===== src/rtl/dt_pack.sv =====
// rtl/dt_pack.sv - thresholds the 128x128 distance map and packs it into a 16-bit-per-word bitmap
module dt_pack #(
    parameter int PIX = 16384,
    parameter int WPB = 16
) (
    input  logic        i_clk,
    input  logic        i_reset,
    input  logic        i_start,
    input  logic [7:0]  i_thr,
    output logic        o_busy,
    output logic        o_done,
    output logic        o_res_rd,
    output logic [13:0] o_res_addr,
    input  logic [7:0]  i_res_di,
    output logic        o_sti_wr,
    output logic [9:0]  o_sti_addr,
    output logic [15:0] o_sti_do,
    output logic [14:0] o_obj_cnt
);

    localparam logic [13:0] LAST_PIX  = 14'(PIX - 1);
    localparam logic [9:0]  LAST_WORD = 10'(PIX / WPB - 1);
    localparam logic [3:0]  LAST_BIT  = 4'(WPB - 1);

    typedef enum logic [1:0] {S_IDLE, S_READ, S_DRAIN, S_DONE} state_t;

    state_t      r_state;
    state_t      w_next;
    logic [7:0]  r_thr;
    logic        r_res_rd;
    logic [13:0] r_res_addr;
    logic        r_pix_v;
    logic [13:0] r_pix_idx;
    logic [15:0] r_shreg;
    logic        r_sti_wr;
    logic [9:0]  r_sti_addr;
    logic [15:0] r_sti_do;
    logic [14:0] r_obj_cnt;

    logic        w_start_ok;
    logic        w_last_rd;
    logic        w_last_wr;
    logic        w_bit;
    logic        w_word_end;
    logic [15:0] w_word;

    assign w_start_ok = (r_state == S_IDLE) && i_start;
    assign w_last_rd  = (r_state == S_READ) && (r_res_addr == LAST_PIX);
    assign w_last_wr  = r_sti_wr && (r_sti_addr == LAST_WORD);
    assign w_bit      = (i_res_di >= r_thr);
    assign w_word_end = r_pix_v && (r_pix_idx[3:0] == LAST_BIT);

    // Completed word includes the bit arriving this cycle, which is not yet in r_shreg.
    always_comb begin
        w_word = r_shreg;
        w_word[r_pix_idx[3:0]] = w_bit;
    end

    always_ff @(posedge i_clk) begin
        if (!i_reset) begin
            r_state <= S_IDLE;
        end else begin
            r_state <= w_next;
        end
    end

    always_comb begin
        w_next = r_state;
        case (r_state)
            S_IDLE:  if (i_start)   w_next = S_READ;
            S_READ:  if (w_last_rd) w_next = S_DRAIN;
            S_DRAIN: if (w_last_wr) w_next = S_DONE;
            S_DONE:                 w_next = S_IDLE;
            default:                w_next = S_IDLE;
        endcase
    end

    always_ff @(posedge i_clk) begin
        if (!i_reset) begin
            r_thr      <= '0;
            r_res_rd   <= 1'b0;
            r_res_addr <= '0;
            r_pix_v    <= 1'b0;
            r_pix_idx  <= '0;
            r_shreg    <= '0;
            r_sti_wr   <= 1'b0;
            r_sti_addr <= '0;
            r_sti_do   <= '0;
            r_obj_cnt  <= '0;
        end else begin
            if (w_start_ok) begin
                r_thr      <= i_thr;
                r_res_rd   <= 1'b1;
                r_res_addr <= '0;
            end else if (r_state == S_READ) begin
                if (w_last_rd) begin
                    r_res_rd   <= 1'b0;
                    r_res_addr <= '0;
                end else begin
                    r_res_addr <= r_res_addr + 14'd1;
                end
            end

            // Read data lags the address by one cycle; this delay line tags it.
            r_pix_v   <= r_res_rd;
            r_pix_idx <= r_res_addr;

            if (r_pix_v) begin
                r_shreg[r_pix_idx[3:0]] <= w_bit;
            end

            r_sti_wr <= 1'b0;
            if (w_word_end) begin
                r_sti_wr   <= 1'b1;
                r_sti_addr <= r_pix_idx[13:4];
                r_sti_do   <= w_word;
            end

            if (w_start_ok) begin
                r_obj_cnt <= '0;
            end else if (r_pix_v && w_bit) begin
                r_obj_cnt <= r_obj_cnt + 15'd1;
            end
        end
    end

    assign o_busy     = (r_state != S_IDLE);
    assign o_done     = (r_state == S_DONE);
    assign o_res_rd   = r_res_rd;
    assign o_res_addr = r_res_addr;
    assign o_sti_wr   = r_sti_wr;
    assign o_sti_addr = r_sti_addr;
    assign o_sti_do   = r_sti_do;
    assign o_obj_cnt  = r_obj_cnt;

endmodule


===== config.mk =====
export PLATFORM = sky130hd
export DESIGN_NAME = dt_pack
export DESIGN_NICKNAME = d
export VERILOG_FILES = /design/src/rtl/dt_pack.sv
export SDC_FILE = /design/constraint.sdc
export NUM_CORES = 1
export LEC_CHECK = 0
export CAP_MARGIN = 20
export CORE_MARGIN = 2
export CORE_UTILIZATION = 35
export CTS_BUF_LIST = sky130_fd_sc_hd__clkbuf_16
export CTS_CLUSTER_SIZE = 16
export DETAILED_ROUTE_END_ITERATION = 10
export GPL_TIMING_DRIVEN = 0
export REMOVE_ABC_BUFFERS = 1
export SYNTH_ARGS = -nofsm -noshare
export SYNTH_HDL_FRONTEND = slang
export SYNTH_SLANG_ARGS = --single-unit

===== constraint.sdc =====
create_clock -name i_clk -period 2.44 [get_ports i_clk]
set_input_delay 0.488 -clock i_clk [delete_from_list [all_inputs] [get_ports i_clk]]
set_output_delay 0.488 -clock i_clk [all_outputs]
set_load 0.005 [all_outputs]

=== Yosys cells after proc, flatten, opt, wreduce, memory -nomap -nowiden ===
Cells that the tools add are included.

* Logic and storage cells: 51
* RAM bits: 0
* Memories kept: 0
* Input bits: 19
* Bits in registers: 98
* Memory bits (read-only): 0
* Bits in latches: 0

* Equal/unequal tests: 9
* $add $sub $neg: 2
* Multipliers: 0
* Shift-type cells: 0
* Bitwise logic cells: 1
* Reductions and logical operators: 13
* Div/mod/pow operators: 0
* Multiplexer cells: 12
* $lt $le $gt $ge: 3

{| class="wikitable"
|+ Operators by type and width
! operator !! count
|-
| bitwise mux 16 bit || 1
|-
| adder 15 x 1 -> 15 bit (second input constant) || 1
|-
| adder 14 x 1 -> 14 bit (second input constant) || 1
|-
| == test 14 bit (second input constant) || 1
|-
| 2-to-1 mux 14 bit || 1
|-
| == test 10 bit (second input constant) || 1
|-
| greater-or-equal comparator 8 bit || 1
|-
| case mux 2 bit (4 select lines) || 1
|-
| logical AND 1 bit || 6
|-
| 2-to-1 mux 2 bit || 3
|-
| inequality test 2 bit (second input constant) || 3
|-
| nonzero test 2 bit || 3
|-
| < comparator 4 x 5 -> 1 bit (second input constant) || 1
|-
| 2-to-1 mux 1 bit || 5
|-
| demux 1 bit (select 4 bit) || 1
|-
| == test 2 bit (second input constant) || 2
|-
| == test 4 bit (second input constant) || 1
|-
| greater-or-equal comparator 4 x 1 -> 1 bit (second input constant) || 1
|-
| AND reduction 3 bit || 1
|-
| == test 2 x 1 -> 1 bit (second input constant) || 1
|-
| zero test 2 bit || 1
|-
| AND reduction 2 bit || 1
|-
| OR reduction 2 bit || 1
|-
| inverter 1 bit || 1
|}

=== Longest topological paths before layout ===
* Depth in word-level cells: 5
* Depth in mapped cells: 9
* Depth with buffers taken out: 7

=== Worst setup path before layout ===
OpenSTA, ideal clock, no wires.

* Path kind: input to register
* Start point: in i_res_di[0]
* End point: reg r_shreg[10]
* Arrival time: 2.012 ns
* Cell stages on the path: 8
* Data required time: 2.306 ns
* Setup time: 0.134 ns
* Setup slack: 0.294 ns
* Cells stage by stage: inv_1 ha_1 nand2b_1 a2111o_1 a31oi_4 buf_6 buf_2 a211oi_1

* Cells in the longest elaborated chain, start to end: 2

{| class="wikitable"
|+ RTL lines
! what !! line !! RTL
|-
| start: declaration || 14 || <nowiki>input logic [7:0] i_res_di,</nowiki>
|-
| greater-or-equal comparator 8 bit || 50 || <nowiki>assign w_bit = (i_res_di >= r_thr);</nowiki>
|-
| bitwise mux 16 bit || 109 || <nowiki>r_shreg[r_pix_idx[3:0]] <= w_bit;</nowiki>
|-
| end signal: indexed assignment || 109 ||
|-
| end: declaration || 34 || <nowiki>logic [15:0] r_shreg;</nowiki>
|}

Every way passes these cells.
A chain may end at the register's enable or synchronous reset.

=== Worst setup path in the final report ===
* Start point: in i_res_di[0]
* End point: reg r_obj_cnt[14], in the netlist o_obj_cnt[14]

* Cells in the longest elaborated chain, start to end: 2

{| class="wikitable"
|+ RTL lines
! what !! line !! RTL
|-
| greater-or-equal comparator 8 bit || 50 ||
|-
| logical AND 1 bit || 121 || <nowiki>end else if (r_pix_v && w_bit) begin</nowiki>
|-
| end signal: assignment || 122 || <nowiki>r_obj_cnt <= r_obj_cnt + 15'd1;</nowiki>
|-
| end: declaration || 38 || <nowiki>logic [14:0] r_obj_cnt;</nowiki>
|}

Every way passes these cells.

==> summary.txt <==
Outcome = finished, final reports clean
Syn avg cell area = 8.62 sq um
Row cnt = 39
DP Area = 0.00489 sq mm
CTS Buf Count = 9
CTS tree = done
Number of synthesized flops with an enable pin = 0
Simple-Gate Fraction of Synth Area = 24.7%
WS Path Type = in2reg
Worst-path clk slew = 60 ps
Max Buffers Root-to-Sink = 2
Combinational family with the most area after synthesis = simple AND/OR/NAND/NOR gates
Routed Antenna Nets = 0
Mux cell area share after synthesis = 0.995%
Post-synthesis xor/xnor area fraction = 2.83%
Synth Area in Adders = 4.66%
Max Slew Vio Count = 0
I/O Pins = 78
Placer congestion estimate = 0.809
Die width = 111 um
Vias/cell = 4.88
Post-Syn Area = 0.00403 sq mm
Die ar. = 0.0124 sq mm
Element type at the critical path end = flop
Inserted Diodes = 0
Reg area = 0.00194 sq mm
Post-synth ARST share = 0%
R2R Setup Slk = 260 ps
Worst Max-Slew Pin Slew = 697 ps
Antenna violations before repair = 0
Synth cell types = 48
Largest net degree at the start of global routing = 55
Drt pass-1 iters = 6
Crit-path max cell delay = 530 ps
Setup crit end = o_obj_cnt[14]
Critical path cell sequence = clkdlybuf4s50_1 -> inv_1 -> ha_1 -> nand2b_1 -> a2111o_1 -> a31o_2 -> a31o_1 -> a21oi_1
Detail Placement HPWL = 6.34 mm
CP max stage cell = a2111o_1
Seq/Total Area, Yosys = 48.2%
Hold Fails Final Rpt = 0
Tcrit/Tclk final = 96.3%
Die H = 111 um
Core area = 0.0113 sq mm
Top FF cell, synth = dfxtp_1
Leak Pwr = 1.76 nW
Max FO, Critical Path = 9
Synth Area in Compound Gates = 14.4%
YS warnings = 0
Vias in the first global route = 3305
DRT iter0 DRCs = 145
Layout cells sized above 1 = 7.17%
Rel. slew slack = 53.2%
Routed len/inst = 13.7 um
Gr ovfl total = 0
Via count = 3352
Max VDD drop = 0.000358 V
Top post-synthesis cells by area = dfxtp_1, nand2_1, a21oi_1
Synth area leader = dfxtp_1
Clk_lat worst skew = 340 ps
Hold WC Path Type = reg2reg
# hold bufs at CTS = 0
Worst r2r dst = o_obj_cnt[8]
First-pass GRT wire length = 16.0 mm
RSZ-0062 raised after global routing = false
Final setup viols = 0
Multi-input gate area = 0.00194 sq mm
Total Wirelength = 9.42 mm
Final net count = 574
H-Tree Depth = 3
Power per cell area = 708 mW/mm^2
Data required, critical path = 2700 ps
Crit path time final = 2350 ps
Worst slack at placement = -679 ps
Total GRT Usage = 15.9%
Yosys reg bits = 97
R2R cell count = 6
Post-synth top area share = 48.2%
Fill cells = 1151
Setup WS post-layout = 90.4 ps
MaxCap Viol Count = 0
Most common cell in the synthesized netlist = dfxtp_1
Post-route cell area = 0.00524 sq mm
Root Buffer = clkbuf_16
Max Freq = 0.426 GHz
R2R Path Start = r_state[0]
Clk sinks = 97
Area growth syn-to-layout = 30.2%
Initial core utilization = 35.6%
CP Launch Point = i_res_di[0]
Critical path arrival = 2610 ps
Port buffer count = 77
Crit start category = primary input
Post-Syn Instances = 467
Setup Skew = 7.82 ps
DRC = 0
Post-synth top cells = dfxtp_1, nand2_1, nor2_1
[worst min path at each step]
| stage | startpoint | slack, ps | depth (start not counted) | end |
|---|---|---|---|---|
| 2_1_floorplan | r_pix_idx[4] | 420 | 2 | o_sti_addr[0] |
| 3_3_place_gp | r_pix_idx[10] | 420 | 2 | o_sti_addr[6] |
| 3_5_place_dp | r_pix_idx[10] | 430 | 2 | o_sti_addr[6] |
| 4_1_cts | r_pix_idx[10] | 430 | 2 | o_sti_addr[6] |
| 5_1_grt | r_pix_idx[6] | 450 | 2 | o_sti_addr[2] |
| 6_report | r_pix_idx[10] | 430 | 2 | o_sti_addr[6] |
[kinds of logic after synthesis]
kind of cell | after synthesis
AND/OR/NAND/NOR | 210
flip-flops | 97
AO/OA/AOI/OAI | 91
buffers and inverters | 37
adder cells (fa/ha/maj) | 15
XOR/XNOR | 13
multiplexers | 4
[per-stage QoR]
| stage | TNS [ps] | hold WS, ps | util [%] | instances | total power (W) |
|---|---|---|---|---|---|
| 3_5_place_dp | -22210 | 425 | 43.2 | 668 | 0.00233 |
| 2_1_floorplan | 0 | 417 | - | 447 | 0.00209 |
| 3_3_place_gp | -25480 | 423 | 43.0 | 667 | 0.00231 |
| 5_1_grt | 0 | 449 | 46.3 | 687 | 0.00389 |
| 6_report | 0 | 430 | 46.3 | 687 | 0.00371 |
| 4_1_cts | 0 | 428 | 46.3 | 687 | 0.00375 |
[worst max-delay path: cells and delay by family]
family          cells  cell delay, ps
compound gates      4            1220
fa+ha+maj           1             270
simple gates        1             150
buf+inv             2             490
[report_power, final]
group	internal, W	total, W	switching, W	leakage (nW)
clock	0.000782	0.00136	0.000577	0.135
sequential	0.00165	0.00171	0.0000635	0.783
combinational	0.000258	0.000642	0.000384	0.839
[area by class of cell]
cell class,count,share of cell area (%)
sequential,97,37.0
multi-input combinational,334,37.0
timing repair buffer,81,15.7
clock buffer,9,4.30
tap,143,3.41
inverter,17,1.31
clock inverter,6,1.17
[sequential cells by signal, summed over array words and instances (netlist names), 2 cells and up]
| name | flops |
|---|---|
| r_pix_idx | 14 |
| o_sti_addr | 10 |
| o_res_addr | 14 |
| r_state | 2 |
| r_shreg | 15 |
| o_sti_do | 16 |
| o_obj_cnt | 15 |
| r_thr | 8 |
[layer usage]
| layer | track usage [%] | wire length (um) |
|---|---|---|
| met4 | 6.34 | 155 |
| met5 | 0 | 0 |
| met3 | 2.46 | 233 |
| met1 | 20.3 | 4470 |
| met2 | 26.8 | 4560 |
[cell usage in the layout, fill, tap and decap left out, drive strengths merged, types with 2 or more instances in the layout]
cell type      Yosys  routed
nor3               4       4
and4               3       3
clkdlybuf4s50      0      76
nand2b             5       5
and2              18      18
a31o               3       3
a211oi            11      11
xor2              11      11
o41ai              2       2
nand4             13      13
nand3             15      15
or4                3       3
clkinvlp           0       3
nand2             82      82
mux2i              4       4
nor2b              2       2
or3               10      10
xnor2              2       2
o21ai             15      15
ha                15      15
nor2              47      47
and3               4       4
clkbuf            15       9
buf                5       4
inv               17      18
a31oi              1       2
o31ai              3       3
nand3b             2       2
dfxtp             97      97
a21oi             50      50
[timing repair]
action	4_1_cts	5_1_grt
endpoints found under the setup margin	35	12
resized for setup	4	3
setup buffers	3	0
gates cloned	1	0
pin swaps	2	0
Power figures use the tool's default switching activity.
